`src/rtl/sobel_window_ctrl.sv`:
```
// Sequencing controller for a 3x3 Sobel window: walks col/row over the frame and strobes the line buffers.
// Optional macro SOBEL_CTRL_ABORT_EN adds an abort input that drops an in-progress frame.
module sobel_window_ctrl #(
    parameter int PIC_WIDTH  = 480,
    parameter int PIC_HEIGHT = 272,
    parameter int CW         = 9,
    parameter int RW         = 9
) (
    input  logic          clk,
    input  logic          rst,
    input  logic          start,
    input  logic          pix_valid,
`ifdef SOBEL_CTRL_ABORT_EN
    input  logic          abort,
`endif
    output logic          pix_ready,
    output logic [CW-1:0] lb_addr,
    output logic          lb_wr_en,
    output logic          lb_rd_en,
    output logic          win_valid,
    output logic          win_full,
    output logic [CW-1:0] col,
    output logic [RW-1:0] row,
    output logic          busy,
    output logic          frame_done
);

    localparam logic [1:0] IDLE = 2'd0;
    localparam logic [1:0] FILL = 2'd1;
    localparam logic [1:0] RUN  = 2'd2;
    localparam logic [1:0] DONE = 2'd3;

    localparam logic [CW-1:0] COL_LAST = CW'(PIC_WIDTH - 1);
    localparam logic [CW-1:0] COL_TWO  = CW'(2);
    localparam logic [RW-1:0] ROW_ONE  = RW'(1);
    localparam logic [RW-1:0] ROW_LAST = RW'(PIC_HEIGHT - 1);

    logic [1:0]    state_q, state_d;
    logic [CW-1:0] col_q, col_d;
    logic [RW-1:0] row_q, row_d;
    logic          win_valid_q, win_valid_d;
    logic          win_full_q, win_full_d;
    logic          abort_req;
    logic          accept;
    logic          col_wrap;

    assign pix_ready = (state_q == FILL) || (state_q == RUN);

    // An abort wins over any pixel offered in the same cycle.
`ifdef SOBEL_CTRL_ABORT_EN
    assign abort_req = abort & pix_ready;
`else
    assign abort_req = 1'b0;
`endif

    assign accept   = pix_valid & pix_ready & ~abort_req;
    assign col_wrap = (col_q == COL_LAST);

    always_comb begin
        state_d     = state_q;
        col_d       = col_q;
        row_d       = row_q;
        win_valid_d = accept && (state_q == RUN);
        win_full_d  = win_valid_d && (col_q >= COL_TWO);
        case (state_q)
            IDLE: begin
                if (start) state_d = FILL;
            end
            FILL, RUN: begin
                if (abort_req) begin
                    state_d = IDLE;
                    col_d   = '0;
                    row_d   = '0;
                end else if (accept) begin
                    if (col_wrap) begin
                        col_d = '0;
                        row_d = row_q + ROW_ONE;
                        if (state_q == FILL && row_q == ROW_ONE) state_d = RUN;
                        // Last pixel of the frame: counters return to origin while DONE is shown.
                        if (state_q == RUN && row_q == ROW_LAST) begin
                            state_d = DONE;
                            row_d   = '0;
                        end
                    end else begin
                        col_d = col_q + CW'(1);
                    end
                end
            end
            DONE: begin
                state_d = IDLE;
                col_d   = '0;
                row_d   = '0;
            end
            default: begin
                state_d = IDLE;
                col_d   = '0;
                row_d   = '0;
            end
        endcase
    end

    always_ff @(posedge clk) begin
        if (rst) begin
            state_q     <= IDLE;
            col_q       <= '0;
            row_q       <= '0;
            win_valid_q <= 1'b0;
            win_full_q  <= 1'b0;
        end else begin
            state_q     <= state_d;
            col_q       <= col_d;
            row_q       <= row_d;
            win_valid_q <= win_valid_d;
            win_full_q  <= win_full_d;
        end
    end

    assign lb_addr    = col_q;
    assign lb_wr_en   = accept;
    assign lb_rd_en   = accept;
    assign win_valid  = win_valid_q;
    assign win_full   = win_full_q;
    assign col        = col_q;
    assign row        = row_q;
    assign busy       = (state_q != IDLE);
    assign frame_done = (state_q == DONE);

endmodule
```
`config.mk`:
```
export PLATFORM = sky130hd
export DESIGN_NAME = sobel_window_ctrl
export DESIGN_NICKNAME = d
export VERILOG_FILES = /design/src/rtl/sobel_window_ctrl.sv
export SDC_FILE = /design/constraint.sdc
export NUM_CORES = 1
export LEC_CHECK = 0
export ABC_CLOCK_PERIOD_IN_PS = 2300
export CORE_ASPECT_RATIO = 1.5
export CORE_MARGIN = 3
export CORE_UTILIZATION = 48
export CTS_CLUSTER_DIAMETER = 100
export DETAILED_ROUTE_END_ITERATION = 6
export PLACE_DENSITY = 0.85
export SYNTH_ARGS = -nofsm -noshare
export SYNTH_HDL_FRONTEND = slang
export SYNTH_SLANG_ARGS = --single-unit
export TNS_END_PERCENT = 1
```
`constraint.sdc`:
```
create_clock -name clk -period 2.3 [get_ports clk]
set_input_delay 0.69 -clock clk [delete_from_list [all_inputs] [get_ports clk]]
set_output_delay 0.69 -clock clk [all_outputs]
set_load 0.01 [all_outputs]
```
==> results by stage <==
Routing:
- The detailed-route wire length is 3.76 mm.
- The post-detailed-route via-to-cell ratio is 5.96.
- The DRC marker count from the first detailed-route iteration is 27.
- The total via count after detailed routing is 1413.
- In the final routed layout, each cell accounts on average for 15.9 um.
- The number of DRC violations after detailed routing is 0.
- The first detailed-routing pass took 4 iterations.
- The number of nets with antenna violations after detailed routing is 0.

Logic synthesis:
- The cell count after synthesis came out at 167.
- Ranked by total cell area, the synthesized netlist is headed by dfxtp_1 31%, ha_1 7.1%, buf_4 5.3%.
- The share of the Yosys chip area taken by registers is 0.310.
- The number of distinct standard cells referenced by the synthesized netlist is 48.
- The share of the synthesized area in the top cell type is 0.310.
- For this run, the number of Yosys warnings is 0.
- The count of flip-flops with a built-in enable after synthesis is 0.
- For this run, the leading register cell type out of synthesis is dfxtp_1.
- The dominant cell type by area after synthesis is dfxtp_1.
- The summed instance area of the synthesized netlist is 1420 um2.
- Counting flops with an async set or reset pin after synthesis yields a share of 0.
- The number of nets handed over by synthesis was 179.
- The flip-flop and latch count after synthesis is 22.
- Dividing the synthesized area by the synthesized cell count gives 8.50 um2.

Global route:
- Across every metal layer, demand over resource in global routing totals 0.217.
- The number of global-route vias before repair is 1405.
- Entering global routing, the biggest net connects 14 pins.
- The wire length of the first global-routing pass is 6.27 mm.
- The initial antenna violation count came to 0.
- Summed over all layers, the global routing overflow is 0.

Cells and area:
- The cell area after layout is 1870 um2.
- The layout overhead on the synthesized area is 32.0%.
- The final standard cell count with taps included and fillers excluded is 237.
- Leaving out fill and tap cells, the most frequent cells in the layout are 35 x clkdlybuf4s50_1, 20 x dfxtp_1, 14 x nor2_1.
- The sequential standard cell area is 443 um2.
- The final layout contains 213 nets.
- In the final layout, the multi-input gates occupy 848 um2.
- Of the cells placed in the final design, the portion with a size suffix greater than 1 is 0.120.
- The library cell used most frequently in the layout, excluding fill and tap cells, is clkdlybuf4s50_1.
- The repair_antennas step left the layout with diodes totalling 0.
- The filler cell count is 244.

Placement:
- Port buffering added 37 buffers.
- Summing all placed instances gives a cell area of 1790 um2.
- The number of instances in the placed design is 233.
- The post-detailed-placement half-perimeter wirelength is 2.80 mm.
- The pre-CTS worst setup slack is -0.268 ns.
- The final weighted congestion in routability-driven placement is 0.850.

Pwr:
- The internal power of the cells is 696 uW.
- Of the total power, the share spent switching nets is 0.234.
- The share of total power dissipated in sequential elements is 0.439.
- The power density of the placed cells is 485 nW/um2.
- In this run the power spent charging and discharging nets is 213 uW.
- The maximum VDD drop is 0.000334 V.
- Of the total power, the clock network draws 0.401.
- The static leakage is 0.656 nW.
- The combinational power share is 0.160.
- The overall power consumption is 909 uW.

Setup path:
- The category of the most critical setup path is in2out.
- The type of element launching the critical path is an input pin.
- The worst reg2reg path startpoint is col[1]$_SDFFE_PP0P_.
- The register-to-register setup slack is 0.35 ns.
- The required arrival time at the worst endpoint is 1.61 ns.
- Along the worst path, the maximum fanout reaches 3.
- The element type at the critical path end is an output pin.
- The beginning of the critical path is pix_valid.
- For the worst setup path, the data arrival time is 1.57 ns.

Timing:
- The period utilization is 0.984.
- The maximum achievable frequency is 0.442 GHz.
- The time the final worst path needs with I/O delays and setup is 2.26 ns.
- Setup violations remaining at the end of the flow were counted as 0.
- The final number of max-transition violations is 0.
- The pin slew with the least headroom to its limit is 0.464 ns.
- Setup repair after global routing left no endpoint under its margin.
- Between clock sinks in the finished design, the worst skew comes to 0.00352 ns.
- Final hold analysis gives a worst-case slack of 0.543 ns.
- The relative max-transition margin is 0.690.
- The final hold violation count was 0.
- The final critical-path setup slack is 0.0379 ns.

Die:
- The number of core rows is 23.
- The area inside the core boundary is 2760 um2.
- The height of the die is 72.6 um.
- The die boundary width is 50.4 um.
- The initial core utilization is 0.514.
- The count of pins on the block boundary is 38.
- The area of the die is 3660 um2.

Flow run:
- The number of max-capacitance violations reported is 0.

Run status:
- The run finished with clean final reports.

Min path:
- The startpoint of the tightest hold check path is row[1]$_SDFFE_PP0P_.
- The class of the worst hold path is reg2reg.

Clock network:
- The number of buffers between clock root and the deepest sink is 2.
- The number of clock sinks is 22.
- The buffer cell driving the clock tree root is clkbuf_8.
- CTS built an H-tree with a depth of 1.
- The clock reaches the later pin of the worst-skew pair after 0.27 ns.
- The CTS buffer count is 3.
- TritonCTS built the clock tree.
- Buffers added to address setup during post-CTS repair amount to 0.
- Clock-pin slew was measured on the worst setup and hold paths at 0.08 ns.
[cells by family after synthesis]
group / count (synthesis) / synth area share
AO/OA/AOI/OAI: 37 / 0.190
XOR/XNOR: 4 / 0.0247
flip-flops: 22 / 0.310
multiplexers: 4 / 0.0300
adder cells (fa/ha/maj): 8 / 0.0705
buffers and inverters: 25 / 0.101
AND/OR/NAND/NOR: 67 / 0.274
[worst max-delay path, stage by stage]
cell and delay [ns]:
clkdlybuf4s50_1 0.47, and2_2 0.17, clkdlybuf4s15_1 0.24
[cells in the mapped netlist (all sizes together) (2+ instances only)]
master / number
o21ai: 5
nor2b: 2
a31oi: 6
nand4: 2
o21a: 2
ha: 8
o32ai: 3
and2: 2
buf: 14
or3: 3
and4: 3
nor4: 2
xor2: 2
nor3: 7
nand3: 10
mux2i: 2
a311oi: 2
nor2: 14
nand2: 11
mux2: 2
nand3b: 2
clkbuf: 2
xnor2: 2
dfxtp: 22
inv: 9
a21oi: 11
and4b: 2
[path summary, 6_finish.rpt]
check | cells after the start | to
setup / recovery | 3 | lb_wr_en
hold reg to reg | 2 | row[1]$_SDFFE_PP0P_
hold / removal | 2 | row[1]$_SDFFE_PP0P_
setup reg to reg | 5 | row[1]$_SDFFE_PP0P_
[registers in the layout, summed over array words and instances, names as in the netlist]
name       flops
col            9
row            9
state_q        2
win_full       1
win_valid      1
[metal layers]
metal  wire length (um)  global-route usage  part of all wire  vias to the layer above
met5                  0                   0                 0                        -
met1               1500               0.236              0.40                      669
met2               1960               0.394              0.52                       62
met3                177              0.0307             0.047                       13
li1                   -                   -                 -                      669
met4                123               0.123             0.033                        0
[repair_timing]
item                       in CTS  in global routing
pin swaps                       0                  0
gates resized for setup         3                  4
setup endpoints to repair       3                  4
hold buffers                    0                  0
[cell type report]
cell class | count | area share
multi-input combinational | 120 | 0.453
sequential | 22 | 0.236
timing repair buffer | 45 | 0.230
tap | 37 | 0.0247
clock buffer | 3 | 0.0220
inverter | 9 | 0.0180
clock inverter | 1 | 0.0160
[power by group through the flow]
stage | logic [mW] | clock network [mW] | registers, mW
floorplan | 0.0801 | 0 | 0.407
global placement | 0.135 | 0 | 0.406
detailed placement | 0.138 | 0 | 0.407
CTS | 0.142 | 0.373 | 0.398
global route | 0.155 | 0.388 | 0.400
finish | 0.146 | 0.364 | 0.399
[stage by stage]
stage / utilization / TNS [ns]
floorplan: - / 0
global placement: 0.647 / -0.528
detailed placement: 0.647 / -0.529
CTS: 0.676 / 0
global route: 0.678 / 0
finish: 0.678 / 0
Note: power is estimated with default switching activity, not from simulation.
